File: src/rtl/aproximacion_sucesiva_pkg.sv
// Shared definitions for the successive-approximation search and its comparator family.
package aproximacion_sucesiva_pkg;

   // Search FSM encoding, exported on the debug port of the top module.
   typedef enum logic [2:0] {
      REPOSO  = 3'd0,
      PROBAR  = 3'd1,
      ESPERAR = 3'd2,
      DECIDIR = 3'd3,
      FIN     = 3'd4
   } estado_t;

   // Default sizing shared with the threshold comparators: two decimal digits.
   localparam int ANCHO_DEF    = 7;
   localparam int MAXIMO_DEF   = 99;
   localparam int LATENCIA_DEF = 0;

   // Width needed to hold a bit index 0..ancho-1 (never narrower than one bit).
   function automatic int ancho_indice(input int ancho);
      return (ancho > 1) ? $clog2(ancho) : 1;
   endfunction

   // Width of the wait counter, which is loaded with latencia-1.
   function automatic int ancho_espera(input int latencia);
      return (latencia > 1) ? $clog2(latencia) : 1;
   endfunction

endpackage

File: src/rtl/aproximacion_sucesiva_espera.sv
// Loadable down-counter that paces the comparator settling time.
// Loading happens while the FSM sits in PROBAR; it then counts down once per
// ESPERAR cycle and 'cero' tells the FSM the comparator answer is settled.
module contador_espera
   import aproximacion_sucesiva_pkg::*;
#(
   parameter int ANCHO_CNT = 1
) (
   input  logic                 clk_i,
   input  logic                 rst_i,
   input  logic                 cargar_i,
   input  logic                 decrementar_i,
   input  logic [ANCHO_CNT-1:0] valor_i,
   output logic                 cero_o
);

   logic [ANCHO_CNT-1:0] cuenta_q;
   logic [ANCHO_CNT-1:0] cuenta_d;

   // Next count: load has priority, decrement saturates at zero.
   always_comb begin
      cuenta_d = cuenta_q;
      if (cargar_i) begin
         cuenta_d = valor_i;
      end else if (decrementar_i && (cuenta_q != '0)) begin
         cuenta_d = cuenta_q - ANCHO_CNT'(1);
      end
   end

   // Count register, cleared by the synchronous reset.
   always_ff @(posedge clk_i) begin
      if (rst_i) begin
         cuenta_q <= '0;
      end else begin
         cuenta_q <= cuenta_d;
      end
   end

   assign cero_o = (cuenta_q == '0);

endmodule

File: src/rtl/aproximacion_sucesiva.sv
// Successive-approximation search: rebuilds an unknown value 0..MAXIMO MSB first
// by presenting trial values to an external magnitude comparator.
//
// Handshake: Inicio is level-sampled at each rising edge and is only accepted in
// REPOSO or FIN; the accepting edge raises Ocupado and drops Listo. Listo rises
// ANCHO*(LATENCIA_CMP+2) edges later together with Resultado, and both hold until
// the next accepted Inicio. Comparacion is only looked at in DECIDIR.
module aproximacion_sucesiva
   import aproximacion_sucesiva_pkg::*;
#(
   parameter int ANCHO        = ANCHO_DEF,
   parameter int MAXIMO       = MAXIMO_DEF,
   parameter int LATENCIA_CMP = LATENCIA_DEF
) (
   input  logic             Reloj,
   input  logic             Reset,
   input  logic             Inicio,
   input  logic             Comparacion,
   output logic [ANCHO-1:0] Prueba,
   output logic [ANCHO-1:0] Resultado,
   output logic             Ocupado,
   output logic             Listo,
   output estado_t          estado_o
);

   localparam int               IDX_W    = ancho_indice(ANCHO);
   localparam logic [IDX_W-1:0] IDX_MSB  = IDX_W'(ANCHO - 1);
   localparam logic [ANCHO-1:0] MAX_V    = ANCHO'(MAXIMO);
   localparam logic [ANCHO-1:0] UNO      = ANCHO'(1);
   localparam logic [ANCHO-1:0] PRIMERA  = UNO << (ANCHO - 1);
   // The very first trial is clamped the same way as every later one.
   localparam logic [ANCHO-1:0] PRUEBA_INI = (PRIMERA > MAX_V) ? '0 : PRIMERA;

   estado_t          estado_q;
   logic [ANCHO-1:0] acc_q;
   logic [IDX_W-1:0] idx_q;
   logic [ANCHO-1:0] prueba_q;
   logic [ANCHO-1:0] resultado_q;
   logic             ocupado_q;
   logic             listo_q;

   logic [ANCHO-1:0] bit_actual;
   logic [ANCHO-1:0] prueba_actual;
   logic             fuera_rango;
   logic             bit_decidido;
   logic [ANCHO-1:0] acc_d;
   logic [ANCHO-1:0] siguiente;
   logic [ANCHO-1:0] prueba_d;
   logic             espera_cero;

   // Decision datapath: the bit under test, the clamp, and the next trial value.
   // A trial above MAXIMO is never shown; its bit is forced to 0 and the
   // comparator sees the accumulated value instead.
   always_comb begin
      bit_actual    = UNO << idx_q;
      prueba_actual = acc_q | bit_actual;
      fuera_rango   = (prueba_actual > MAX_V);
      bit_decidido  = Comparacion & ~fuera_rango;
      acc_d         = bit_decidido ? prueba_actual : acc_q;
      siguiente     = acc_d | (bit_actual >> 1);
      prueba_d      = (siguiente > MAX_V) ? acc_d : siguiente;
   end

   // Settling-time counter only exists when the comparator needs extra cycles.
   if (LATENCIA_CMP > 0) begin : g_espera
      localparam int EW = ancho_espera(LATENCIA_CMP);
      logic cargar;
      logic decrementar;
      assign cargar      = (estado_q == PROBAR);
      assign decrementar = (estado_q == ESPERAR);
      contador_espera #(
         .ANCHO_CNT (EW)
      ) u_espera (
         .clk_i         (Reloj),
         .rst_i         (Reset),
         .cargar_i      (cargar),
         .decrementar_i (decrementar),
         .valor_i       (EW'(LATENCIA_CMP - 1)),
         .cero_o        (espera_cero)
      );
   end else begin : g_sin_espera
      assign espera_cero = 1'b1;
   end

   // Search FSM with its accumulator, bit index and registered outputs.
   always_ff @(posedge Reloj) begin
      if (Reset) begin
         estado_q    <= REPOSO;
         acc_q       <= '0;
         idx_q       <= IDX_MSB;
         prueba_q    <= '0;
         resultado_q <= '0;
         ocupado_q   <= 1'b0;
         listo_q     <= 1'b0;
      end else begin
         case (estado_q)
            REPOSO, FIN: begin
               if (Inicio) begin
                  estado_q  <= PROBAR;
                  acc_q     <= '0;
                  idx_q     <= IDX_MSB;
                  prueba_q  <= PRUEBA_INI;
                  ocupado_q <= 1'b1;
                  listo_q   <= 1'b0;
               end
            end
            PROBAR: begin
               // Trial is already on Prueba; give the comparator its settling time.
               estado_q <= (LATENCIA_CMP == 0) ? DECIDIR : ESPERAR;
            end
            ESPERAR: begin
               if (espera_cero) begin
                  estado_q <= DECIDIR;
               end
            end
            DECIDIR: begin
               acc_q <= acc_d;
               if (idx_q == '0) begin
                  estado_q    <= FIN;
                  resultado_q <= acc_d;
                  listo_q     <= 1'b1;
                  ocupado_q   <= 1'b0;
                  prueba_q    <= '0;
               end else begin
                  estado_q <= PROBAR;
                  idx_q    <= idx_q - IDX_W'(1);
                  prueba_q <= prueba_d;
               end
            end
            default: begin
               estado_q <= REPOSO;
            end
         endcase
      end
   end

   assign Prueba    = prueba_q;
   assign Resultado = resultado_q;
   assign Ocupado   = ocupado_q;
   assign Listo     = listo_q;
   assign estado_o  = estado_q;

endmodule

File: config.mk
export PLATFORM = sky130hd
export DESIGN_NAME = aproximacion_sucesiva
export DESIGN_NICKNAME = d
export VERILOG_FILES = /design/src/rtl/aproximacion_sucesiva_pkg.sv /design/src/rtl/aproximacion_sucesiva_espera.sv /design/src/rtl/aproximacion_sucesiva.sv
export SDC_FILE = /design/constraint.sdc
export NUM_CORES = 1
export LEC_CHECK = 0
export ABC_AREA = 0
export BUFFER_PORTS_ARGS = -buffer_cell sky130_fd_sc_hd__buf_2
export CAP_MARGIN = 20
export CORE_MARGIN = 1
export CORE_UTILIZATION = 58
export CTS_CLUSTER_DIAMETER = 200
export CTS_CLUSTER_SIZE = 24
export DETAILED_ROUTE_END_ITERATION = 10
export PLACE_DENSITY = 0.82
export SYNTH_ARGS = -nofsm -noshare
export SYNTH_HDL_FRONTEND = slang
export SYNTH_SLANG_ARGS = --single-unit
File: constraint.sdc
create_clock -name Reloj -period 2.7 [get_ports Reloj]
set_input_delay 0.27 -clock Reloj [delete_from_list [all_inputs] [get_ports Reloj]]
set_output_delay 0.27 -clock Reloj [all_outputs]
set_load 0.03 [all_outputs]
# After elaboration in Yosys (flattened, before gate mapping)
# Index checks and enable logic that the tools add are counted.
# word_totals
output_inout_bits	19
elab_cells	50
reg_bits	29
# classes
n_lt_le_gt_ge	2
addsub	1
n_reduce_logical	9
n_shift	1
n_eq_ne	7
n_bitwise	4
muxes	19
# ops
operator	count
7-bit two-way mux	5
7-bit one-hot mux with 2 select lines	2
7-bit greater-than comparator (second input constant)	2
3-bit two-way mux	4
3-bit one-hot mux with 3 select lines	1
7-bit by 6-bit OR with 7-bit output	1
7-bit OR	1
1-bit by 3-bit left shift with 7-bit output (first input constant)	1
3-bit by 2-bit equality test with 1-bit output (second input constant)	2
3-bit zero test	2
2-bit != test (second input constant)	3
3-bit one-hot mux with 2 select lines	1
3-bit AND reduction	2
1-bit two-way mux	4
1-bit one-hot mux with 2 select lines	2
2-bit AND reduction	2
2-bit OR reduction	2
3-bit by 1-bit equality test with 1-bit output (second input constant)	1
3-bit equality test (second input constant)	1
3-bit by 1-bit subtractor with 3-bit output (second input constant)	1
2-bit nonzero test	1
1-bit AND	1
1-bit NOT	1

# Logic depth before layout (Yosys ltp)
# Gate-level depths: netlist of the first run.
# logic_depth
word_depth	11
depth_mapped	7

# Least setup slack after synthesis of the first run
# Ideal clock, no wire load.
# synth_path
path_kind	register to register
startpoint	register idx_q[0]
endpoint	register prueba_q[5] (netlist: Prueba[5])
synth_period_minus_slack_ps	1743
path_stages_with_launch	8
path_buffers	0
path_slack_ps	957
t_required_ps	2583
t_arrival_ps	1625
cell_sequence	dfxtp_1 > inv_1 > ha_1 > o22ai_2 > o21a_1 > a211oi_4 > o21ai_1 > a32o_1
# synth_via
elab_chain_cells	11
elab_cells_between_ends	12
classes_between	order compare (2); shift (1); mux (4); bitwise (4); reduce/logical (1)
# synth_lines
element	line_no	rtl
from (decl)	aproximacion_sucesiva.sv:36	logic [IDX_W-1:0] idx_q;
from (signal assigned)	aproximacion_sucesiva.sv:126	idx_q <= idx_q - IDX_W'(1);
1-bit by 3-bit left shift with 7-bit output	aproximacion_sucesiva.sv:55	bit_actual = UNO << idx_q;
7-bit OR	aproximacion_sucesiva.sv:56	prueba_actual = acc_q | bit_actual;
7-bit greater-than comparator	aproximacion_sucesiva.sv:57	fuera_rango = (prueba_actual > MAX_V);
1-bit NOT	aproximacion_sucesiva.sv:58	bit_decidido = Comparacion & ~fuera_rango;
1-bit AND	aproximacion_sucesiva.sv:58	
7-bit two-way mux	aproximacion_sucesiva.sv:59	acc_d = bit_decidido ? prueba_actual : acc_q;
7-bit by 6-bit OR with 7-bit output	aproximacion_sucesiva.sv:60	siguiente = acc_d | (bit_actual >> 1);
7-bit greater-than comparator	aproximacion_sucesiva.sv:61	prueba_d = (siguiente > MAX_V) ? acc_d : siguiente;
7-bit two-way mux	aproximacion_sucesiva.sv:61	
7-bit two-way mux (*)	aproximacion_sucesiva.sv:118	if (idx_q == '0) begin
7-bit one-hot mux with 2 select lines (*)	aproximacion_sucesiva.sv:96	case (estado_q)
to (signal assigned)	aproximacion_sucesiva.sv:127	prueba_q <= prueba_d;
to (decl)	aproximacion_sucesiva.sv:37	logic [ANCHO-1:0] prueba_q;
# Mark *: on every way between the ends. The rest lies on a longest branch, timed or not.
# A chain may end at the register's enable or synchronous reset.

# Worst setup path after layout of the first run
# Ends and elaborated chain as after synthesis.

==> impl_metrics.toml, run 1 <==
[setup_path]
worst_setup_path_end_kind = "register"
cell_by_cell_trace_of_the_critical_path = "inv_1, ha_1, o22ai_2, o21a_1, a211oi_4, o21ai_1, a32o_1"
critical-path-max-stage-delay_ns = 0.34
data_arrival_time_of_the_critical_path_ns = 2.24
cpMaxStageDelayCell = "sky130_fd_sc_hd__ha_1"
crit_type = "register to register"
critical_path.reg2reg.endpoint = "Prueba[5]$_SDFFE_PP0P_"
worstSetupStartpoint = "idx_q[0]$_SDFFE_PP0P_"
path_max_fanout = 7
worstPathRequired_ns = 2.93
r2r_cells = 7
reg2reg_setup_slack_ns = 0.69
setup.worst_path.start_class = "register"
ff_to_ff_start = "idx_q[0]$_SDFFE_PP0P_"

[cts]
cts_inserted_buffers = 5
cts_tree = "done"
cts.sink_count = 29
holdBufCountCts = 0
cts-root-to-sink-buffers = 2
cts-htree-levels = 2
cts_resized = 0
cts-root-buf = "sky130_fd_sc_hd__clkbuf_4"
clk_pin_slew_worst_paths_ns = 0.10
clock_latency_on_the_worst_skew_pair_ns = 0.33
postCtsSetupBuffers = 0

[place]
finalWeightedCongestion = 1.10
detailedPlace.worstSlack_ns = 0.698
dp.cells = 211
dp.final_hpwl_um = 2370
placement.io_buffers = 22

[detailed_routing]
met2WireLength_um = 1540
routed_wire_length_per_instance_um = 15.1
maxUsedRoutingLayer = "met4"
violation_count_after_the_first_detailed_routing_iteration = 56
drt-total-wl_um = 3300
wl_met1_um = 1390
postRouteAntennaNets = 0
drt_pre_antenna_iters = 5
vias_per_cell = 6.15
post-route-drc-count = 0
wl_met3_um = 308
vias = 1346

[logic_synthesis]
netlist_area_mm2 = 0.00141
syn_area_per_cell_um2 = 8.39
yosys.cell_types.count = 46
ys_top_cells_by_area = "sky130_fd_sc_hd__dfxtp_1 41%, sky130_fd_sc_hd__nor2_1 7.7%, sky130_fd_sc_hd__a21oi_1 4.6%"
synthDominantAreaCellType = "sky130_fd_sc_hd__dfxtp_1"
yosysTopAreaCellShare_pct = 41.2
synth_seq_cells = 29
ys_seq_area_share_pct = 41.2
netlist_top_cells_count = "29 x sky130_fd_sc_hd__dfxtp_1, 29 x sky130_fd_sc_hd__nor2_1, 17 x sky130_fd_sc_hd__nand2_1"
synthCells = 168
yosysWarnings = 0
synth-async-reset-ratio_pct = 0
postSynthNetCount = 177
synth-edff-count = 0
postSynth.topFlopCell = "sky130_fd_sc_hd__dfxtp_1"

[layout]
num_antenna_cells = 0
sequential_cell_area_in_the_final_layout_um2 = 581
areaGrowthSynthToFinish_pct = 13.5
multi_input_area_um2 = 771
post_route_cells_drive_above_1_share_pct = 18.3
nNetsFinal = 199
final.fill_count = 179
final-instance-count-excl-fill = 219

[timing]
max_freq_mhz = 497
timing.final.crit_period_ns = 2.01
finalHoldViolCount = 0
final.setup.worst_slack_ns = 0.688
max_slew.worst_pin.slew_ns = 0.741
relSlewSlack_pct = 50.4
grt_setup_unrepaired = "no"
min_period_over_period_pct = 74.5
worst_clock_skew_ns = 0.0133
finalSetupViolCount = 0
maxSlewViolCount = 0
tns_ns = 0
worst_hold_slack_ns = 0.268

[floorplan]
core_area_mm2 = 0.00225
floorplan.rows = 17
start_util_pct = 62.5
die_y_um = 51.3
die_area_mm2 = 0.00263
io_pins = 23
floorplan.die.width_um = 51.3

[global_route]
first_global_vias = 1227
grt_antenna_before_repair = 0
groute.usage.overall_pct = 29.9
grt_max_degree = 25
grt_pass1_wl_um = 5710
residual_overflow_from_global_routing = 0

[power]
power.total_mw = 1.01
leakage_nw = 0.660
vdd.ir_drop.worst_v = 0.000474
power-per-cell-area_mw_per_mm2 = 630

[hold_path]
worstHoldPathCells = 4
hold_path_class = "input port to register"
holdPathEnd = "estado_o[2]$_SDFFE_PP0P_"
worst_hold_startpoint = "Inicio"

[flow_run]
drv_cap = 0

[outcome]
outcome = "complete, no violations"
==> per-stage QoR <==
stage	utilization [%]	instance area, µm²
6_report	71.0	1600
5_1_grt	71.0	1600
4_1_cts	71.0	1600
3_5_place_dp	67.2	1520
3_3_place_gp	67.2	1520
2_1_floorplan	-	1410
==> power breakdown <==
part           leakage (nW)  internal [mW]  total [mW]  switching (mW)
sequential            0.235          0.442       0.459          0.0175
combinational         0.379         0.0607       0.172           0.111
clock                0.0455          0.221       0.376           0.155
==> placed cells by master, fill, tap and decap left out, types with 5 or more instances in the layout <==
cell	synthesis	layout
sky130_fd_sc_hd__nand2_1	17	17
sky130_fd_sc_hd__nor2_1	29	29
sky130_fd_sc_hd__clkbuf_4	0	5
sky130_fd_sc_hd__nor3_1	6	6
sky130_fd_sc_hd__buf_2	1	22
sky130_fd_sc_hd__ha_1	5	5
sky130_fd_sc_hd__dfxtp_1	29	29
sky130_fd_sc_hd__a21oi_1	13	13
sky130_fd_sc_hd__inv_1	5	5
sky130_fd_sc_hd__a211oi_1	7	7
==> metal layers <==
metal  track usage [%]  vias up
met5                 0        -
met3              11.6       11
met2              45.8       75
met4              11.3        0
met1              37.8      618
li1                  -      642
==> flip-flops by register name, indices dropped and copies added (netlist names) <==
signal,count
idx_q,3
Prueba,7
Resultado,7
estado_o,3
acc_q,7
Listo,1
Ocupado,1
==> critical path: cells and delay by family, from the launching register on <==
family,cells,cell delay (ns)
AOI/OAI and AO/OA,5,1.11
DFF,1,0.33
adders and majority gates,1,0.34
buffers and inverters,1,0.14
==> how the worst max path moves through the flow <==
stage,slack [ns],cells past startpoint,endpoint
floorplan,0.96,7,Prueba[5]$_SDFFE_PP0P_
global placement,0.76,7,Prueba[5]$_SDFFE_PP0P_
detailed placement,0.70,7,Prueba[5]$_SDFFE_PP0P_
CTS,0.69,7,Prueba[5]$_SDFFE_PP0P_
global route,0.55,6,Resultado[3]$_SDFFE_PP0P_
finish,0.69,7,Prueba[5]$_SDFFE_PP0P_
==> cell families (layout without fill, tap and decap cells) <==
group                      Yosys count  after routing  synth area share (%)
AOI/OAI and AO/OA                   47             47                  24.7
and+or+nand+nor                     71             71                  23.0
adders and majority gates            5              5                  4.44
muxes                                1              1                 0.710
buffers and inverters               12             35                  4.17
DFF                                 29             29                  41.2
xor gates and xnor gates             3              3                  1.86
==> area by class of cell <==
cell class / instances / area share (%)
multi-input combinational: 127 / 48.2
sequential: 29 / 36.3
timing repair buffer: 22 / 6.88
clock buffer: 7 / 3.44
tap: 28 / 2.19
clock inverter: 1 / 1.88
inverter: 5 / 1.17
(Power assumes the default switching activity.)
==> run 2: changes to the inputs <==
--- a/config.mk
+++ b/config.mk
@@ -9,11 +9,11 @@
 export BUFFER_PORTS_ARGS = -buffer_cell sky130_fd_sc_hd__buf_2
 export CAP_MARGIN = 20
 export CORE_MARGIN = 1
-export CORE_UTILIZATION = 58
+export CORE_UTILIZATION = 49
 export CTS_CLUSTER_DIAMETER = 200
 export CTS_CLUSTER_SIZE = 24
 export DETAILED_ROUTE_END_ITERATION = 10
-export PLACE_DENSITY = 0.82
+export PLACE_DENSITY = 0.74
 export SYNTH_ARGS = -nofsm -noshare
 export SYNTH_HDL_FRONTEND = slang
 export SYNTH_SLANG_ARGS = --single-unit
==> constraint.sdc (replaced) <==
create_clock -name Reloj -period 1.8 [get_ports Reloj]
set_input_delay 0.18 -clock Reloj [delete_from_list [all_inputs] [get_ports Reloj]]
set_output_delay 0.18 -clock Reloj [all_outputs]
set_load 0.03 [all_outputs]
==> run 2 against run 1 <==
Net effect:
- total power up 44%
- wire length up 13%
- first-iteration DRC count up 39%
- maximum frequency up 14%
- global-route usage down 4.7 points
- final cell count up 8.2%
- sequential power up 51%
- sequential share of layout area down 3.5 points
- largest cell class unchanged
==> impl_metrics.toml, run 2 (same netlist as run 1, synthesis figures left out) <==
[cts]
clk_pin_slew_worst_paths_ns = 0.10
cts-root-to-sink-buffers = 2
cts_inserted_buffers = 5
cts.sink_count = 29
clock_latency_on_the_worst_skew_pair_ns = 0.32
cts-root-buf = "sky130_fd_sc_hd__clkbuf_4"
cts_tree = "done"
holdBufCountCts = 0
cts-htree-levels = 2

[setup_path]
setup.worst_path.start_class = "register"
crit_type = "register to register"
cell_by_cell_trace_of_the_critical_path = "buf_4, ha_4, and3_1, o21a_1, a211oi_4, o21ai_1, a32o_1"
path_delay_family = "compound AO/OA/AOI/OAI gates"
critical_path.n_buffers_inverters = 1
worstPathRequired_ns = 2.03
worst_setup_path_end_kind = "register"
critical-path-max-stage-delay_ns = 0.36
path_max_fanout = 6
data_arrival_time_of_the_critical_path_ns = 1.99
cpMaxStageDelayCell = "sky130_fd_sc_hd__dfxtp_4"

[floorplan]
start_util_pct = 51.6
core_area_mm2 = 0.00273
floorplan.die.width_um = 55.6
die_area_mm2 = 0.00310
io_pins = 23
floorplan.rows = 19
die_y_um = 55.6

[global_route]
residual_overflow_from_global_routing = 0
first_global_vias = 1265
groute.usage.overall_pct = 25.3
grt_max_degree = 25
grt_antenna_before_repair = 0
grt_pass1_wl_um = 5930

[place]
dp.cells = 228
post_dp_cell_area_mm2 = 0.00162
finalWeightedCongestion = 0.910
dp.final_hpwl_um = 2710
placement.io_buffers = 22

[detailed_routing]
postRouteAntennaNets = 0
violation_count_after_the_first_detailed_routing_iteration = 78
post-route-drc-count = 0
vias = 1367
drt_pre_antenna_iters = 4
vias_per_cell = 5.77
drt-total-wl_um = 3740
routed_wire_length_per_instance_um = 15.8

[timing]
min_period_over_period_pct = 97.6
worst_hold_slack_ns = 0.190
max_freq_mhz = 569
worst_clock_skew_ns = 0.0100
finalSetupViolCount = 0
grt_setup_unrepaired = "yes"
maxSlewViolCount = 0
finalHoldViolCount = 0
tns_ns = 0
timing.final.crit_period_ns = 1.76
max_slew.worst_pin.slew_ns = 0.447
relSlewSlack_pct = 70.2

[layout]
final-instance-count-excl-fill = 237
areaGrowthSynthToFinish_pct = 27.5
final_cell_mix = "28 x sky130_fd_sc_hd__nor2_1, 26 x sky130_fd_sc_hd__dfxtp_1, 22 x sky130_fd_sc_hd__buf_2, 16 x sky130_fd_sc_hd__nand2_1, 16 x sky130_fd_sc_hd__buf_4"
final_design_area_no_fill_mm2 = 0.00180
nNetsFinal = 215
layout_commonest_cell = "sky130_fd_sc_hd__nor2_1"
post_route_cells_drive_above_1_share_pct = 32.5
num_antenna_cells = 0
finish.utilization_pct = 65.8

[power]
leakage_nw = 0.718
power-per-cell-area_mw_per_mm2 = 806
vdd.ir_drop.worst_v = 0.000520

[flow_run]
drv_cap = 0

[outcome]
outcome = "complete, no violations"

[hold_path]
hold_path_class = "input port to register"
run 2: cell types whose count changed in the layout (fill, tap and decap cells not counted), moves of 2 or more:
| cell | change |
|---|---|
| sky130_fd_sc_hd__buf_4 | +16 |
| sky130_fd_sc_hd__dfxtp_1 | -3 |
| sky130_fd_sc_hd__dfxtp_4 | +2 |
| sky130_fd_sc_hd__ha_1 | -4 |
| sky130_fd_sc_hd__ha_4 | +3 |
| sky130_fd_sc_hd__inv_1 | -2 |
| sky130_fd_sc_hd__nor4_1 | -2 |
| sky130_fd_sc_hd__nor4_2 | +2 |
run 2: worst register-to-register path, delay by kind of cell (launching register included):
family          cells  cell delay, ns
flops               1            0.36
compound gates      4            0.78
buf+inv             1            0.14
fa+ha+maj           1            0.18
simple gates        1            0.20
run 2: final timing paths:
kind / start / end / slack [ns] / cells after the start
setup reg to reg: idx_q[0]$_SDFFE_PP0P_ / Prueba[5]$_SDFFE_PP0P_ / 0.04 / 7
hold / removal: Inicio / estado_o[2]$_SDFFE_PP0P_ / 0.19 / 4
hold reg to reg: Listo$_SDFFE_PP0P_ / Listo$_SDFFE_PP0P_ / 0.46 / 2
setup / recovery: idx_q[0]$_SDFFE_PP0P_ / Prueba[5]$_SDFFE_PP0P_ / 0.04 / 7
run 2: layer usage:
layer | part of all wire [%] | global-route usage (%) | routed length (µm) | vias up
met5 | 0 | 0 | 0 | -
met4 | 1.5 | 8.57 | 55 | 0
met3 | 4.9 | 7.67 | 185 | 7
met2 | 49 | 41.8 | 1840 | 35
met1 | 44 | 31.2 | 1660 | 645
li1 | - | - | - | 680
run 2: final cells by class:
type                       count  area [µm²]
fill                         223         936
multi-input combinational    127         863
sequential                    29         589
timing repair buffer          38         230
clock buffer                   7        55.1
tap                           31        38.8
inverter                       5        21.3
run 2: stage by stage:
step | setup slack, ns | power [mW]
6_report | 0.0425 | 1.45
5_1_grt | -0.0215 | 1.52
4_1_cts | -0.0153 | 1.42
3_5_place_dp | -0.0849 | 1.00
3_3_place_gp | 0.0102 | 0.998
2_1_floorplan | 0.0573 | 0.901
run 2: timing repair:
item / 4_1_cts / 5_1_grt
setup buffers: 1 / 1
pin swaps: 2 / 9
gates resized for setup: 7 / 18
setup endpoints to repair: 8 / 13
run 2: power breakdown:
group          internal (mW)  leakage [nW]  total [mW]  switching [mW]
combinational          0.152         0.451       0.354           0.202
clock                  0.184        0.0314       0.402           0.218
sequential             0.664         0.235       0.693          0.0293
==> run 3: changes to the inputs <==
--- a/config.mk
+++ b/config.mk
@@ -5,7 +5,7 @@
 export SDC_FILE = /design/constraint.sdc
 export NUM_CORES = 1
 export LEC_CHECK = 0
-export ABC_AREA = 0
+export ABC_AREA = 1
 export BUFFER_PORTS_ARGS = -buffer_cell sky130_fd_sc_hd__buf_2
 export CAP_MARGIN = 20
 export CORE_MARGIN = 1
==> run 3 against run 2 <==
Net effect:
- the run now ends with setup timing left
- synthesized area down 0.27%
- worst setup slack got worse by 0.064 ns
- clock skew is 0.0016 ns higher
- via count is 0.59% higher
- sequential share of layout area down 1.1 points
- total power is 8.8% lower
- clock power decreased by 4%
- first-iteration DRC count down 33%
- utilization grew 2.2 points
- sequential power down 2%
- sequential cell count is the same
- worst hold slack lost 0.093 ns
==> impl_metrics.toml, run 3 <==
[outcome]
outcome = "finished, violations left"
violations = "setup timing"

[detailed_routing]
vias = 1375
routed_wire_length_per_instance_um = 13.0
violation_count_after_the_first_detailed_routing_iteration = 52
post-route-drc-count = 0
postRouteAntennaNets = 0
vias_per_cell = 5.04
drt-total-wl_um = 3550
drt_pre_antenna_iters = 4

[setup_path]
worstSetupStartpoint = "idx_q[1]$_SDFFE_PP1P_"
data_arrival_time_of_the_critical_path_ns = 2.05
path_max_fanout = 4
worstPathRequired_ns = 2.03
ff_to_ff_start = "idx_q[1]$_SDFFE_PP1P_"
setup.worst_path.start_class = "register"
worst_setup_path_end_kind = "register"
crit_type = "register to register"

[cts]
cts-root-to-sink-buffers = 2
holdBufCountCts = 0
cts_inserted_buffers = 5
cts.sink_count = 29
cts-htree-levels = 2
clock_latency_on_the_worst_skew_pair_ns = 0.34
cts_tree = "done"
cts-root-buf = "sky130_fd_sc_hd__clkbuf_4"
clk_pin_slew_worst_paths_ns = 0.10

[logic_synthesis]
yosysWarnings = 0
ys_seq_area_share_pct = 41.3
yosysTopAreaCellShare_pct = 41.3
synth-async-reset-ratio_pct = 0
ys_top_cells_by_area = "sky130_fd_sc_hd__dfxtp_1 41%, sky130_fd_sc_hd__nand2_1 15%, sky130_fd_sc_hd__inv_1 9.6%"
synth-edff-count = 0
postSynthNetCount = 205
syn_area_per_cell_um2 = 7.18
postSynth.topFlopCell = "sky130_fd_sc_hd__dfxtp_1"
netlist_top_cells_count = "57 x sky130_fd_sc_hd__nand2_1, 36 x sky130_fd_sc_hd__inv_1, 29 x sky130_fd_sc_hd__dfxtp_1"
synthDominantAreaCellType = "sky130_fd_sc_hd__dfxtp_1"
synth_seq_cells = 29
netlist_area_mm2 = 0.00141
synthCells = 196
synthMostInstantiatedCell = "sky130_fd_sc_hd__nand2_1"
yosys.cell_types.count = 26

[timing]
grt_setup_unrepaired = "yes"
finalSetupViolCount = 2
tns_ns = -0.0258
max_slew.worst_pin.slew_ns = 0.349
finalHoldViolCount = 0
max_freq_mhz = 549
min_period_over_period_pct = 101
timing.final.crit_period_ns = 1.82
final.setup.worst_slack_ns = -0.0210
maxSlewViolCount = 0
relSlewSlack_pct = 76.7
worst_clock_skew_ns = 0.0116

[layout]
nNetsFinal = 250
num_antenna_cells = 0
areaGrowthSynthToFinish_pct = 32.2
layout_commonest_cell = "sky130_fd_sc_hd__nand2_1"
post_route_cells_drive_above_1_share_pct = 37.2
sequential_cell_area_in_the_final_layout_um2 = 589
final.fill_count = 227
final_design_area_no_fill_mm2 = 0.00186
multi_input_area_um2 = 773
final_cell_mix = "45 x sky130_fd_sc_hd__nand2_1, 32 x sky130_fd_sc_hd__inv_1, 26 x sky130_fd_sc_hd__dfxtp_1, 22 x sky130_fd_sc_hd__buf_2, 19 x sky130_fd_sc_hd__buf_4"

[global_route]
first_global_vias = 1183
grt_pass1_wl_um = 5520
grt_max_degree = 17
grt_antenna_before_repair = 0
residual_overflow_from_global_routing = 0
groute.usage.overall_pct = 23.3

[place]
post_dp_cell_area_mm2 = 0.00166
finalWeightedCongestion = 0.934
placement.io_buffers = 22
dp.final_hpwl_um = 2370
detailedPlace.worstSlack_ns = -0.0523

[hold_path]
hold_path_class = "input port to register"
worst_hold_startpoint = "Inicio"

[floorplan]
io_pins = 23
die_y_um = 55.6
die_area_mm2 = 0.00309
start_util_pct = 51.4
floorplan.rows = 19
floorplan.die.width_um = 55.6
core_area_mm2 = 0.00273

[power]
vdd.ir_drop.worst_v = 0.000653
power.total_mw = 1.32
power-per-cell-area_mw_per_mm2 = 711
leakage_nw = 0.941

[flow_run]
drv_cap = 0
-- run 3: changes by cell type after synthesis, sizes merged, moves of 5 or more --
cell	previous run	this run
o21ai	5	10
inv	5	37
o211ai	2	7
a211oi	8	0
nand3	3	8
nand2	17	60
nor2	29	11
-- run 3: cells by family after synthesis --
logic type | count (synthesis) | synth area share, %
AOI/OAI and AO/OA | 38 | 18.1
adders and majority gates | 5 | 4.45
buffers and inverters | 41 | 11.0
DFF | 29 | 41.3
and+or+nand+nor | 83 | 25.2
-- run 3: final cells by class --
type / instances / area share, %
Sequential cell: 29 / 31.7
Tap cell: 31 / 2.09
Clock buffer: 5 / 2.02
Multi-Input combinational cell: 126 / 41.6
Clock inverter: 3 / 0.942
Inverter: 38 / 8.08
Timing Repair Buffer: 41 / 13.6
-- run 3: path summary, 6_finish.rpt --
path	end	slack, ns	depth (start not counted)
worst max-delay path	Resultado[1]$_SDFFE_PP0P_	-0.02	14
worst min-delay path	estado_o[0]$_SDFFE_PP0P_	0.1	3
worst min register to register	acc_q[1]$_SDFFE_PP0P_	0.47	2
worst max register to register	Resultado[1]$_SDFFE_PP0P_	-0.02	14
-- run 3: worst max-delay path: stages, from the launching register on --
cell,delay [ns]
sky130_fd_sc_hd__dfxtp_4,0.38
sky130_fd_sc_hd__inv_4,0.08
sky130_fd_sc_hd__ha_2,0.18
sky130_fd_sc_hd__nand2_2,0.08
sky130_fd_sc_hd__nand2_2,0.09
sky130_fd_sc_hd__nand2_2,0.05
sky130_fd_sc_hd__inv_2,0.06
sky130_fd_sc_hd__o21ai_4,0.08
sky130_fd_sc_hd__buf_4,0.14
sky130_fd_sc_hd__buf_4,0.12
sky130_fd_sc_hd__a31o_2,0.20
sky130_fd_sc_hd__inv_2,0.07
sky130_fd_sc_hd__nand2_1,0.05
sky130_fd_sc_hd__o211ai_1,0.07
sky130_fd_sc_hd__inv_1,0.05
-- run 3: through the flow --
step	util [%]	instances	hold slack [ns]
6_report	68.0	273	0.0972
5_1_grt	68.0	273	0.117
4_1_cts	63.6	270	0.0892
3_5_place_dp	60.5	261	0.444
3_3_place_gp	60.5	261	0.447
2_1_floorplan	-	196	0.325
-- run 3: per-layer routing --
layer | global-route usage, % | up-vias | routed length (µm)
li1 | - | 707 | -
met1 | 30.0 | 625 | 1660
met2 | 36.8 | 35 | 1640
met3 | 6.98 | 8 | 172
met4 | 8.93 | 0 | 77
met5 | 0 | - | 0
-- run 3: report_power, final --
group | total, mW | internal [mW] | switching, mW
Sequential | 0.678 | 0.659 | 0.0190
Clock | 0.386 | 0.147 | 0.239
Combinational | 0.258 | 0.0981 | 0.160
-- run 3: timing repair --
| item | in CTS | in global routing |
|---|---|---|
| setup buffers | 1 | 3 |
| pin swaps | 2 | 12 |
| gates resized for setup | 10 | 29 |
| endpoints found under the setup margin | 11 | 14 |
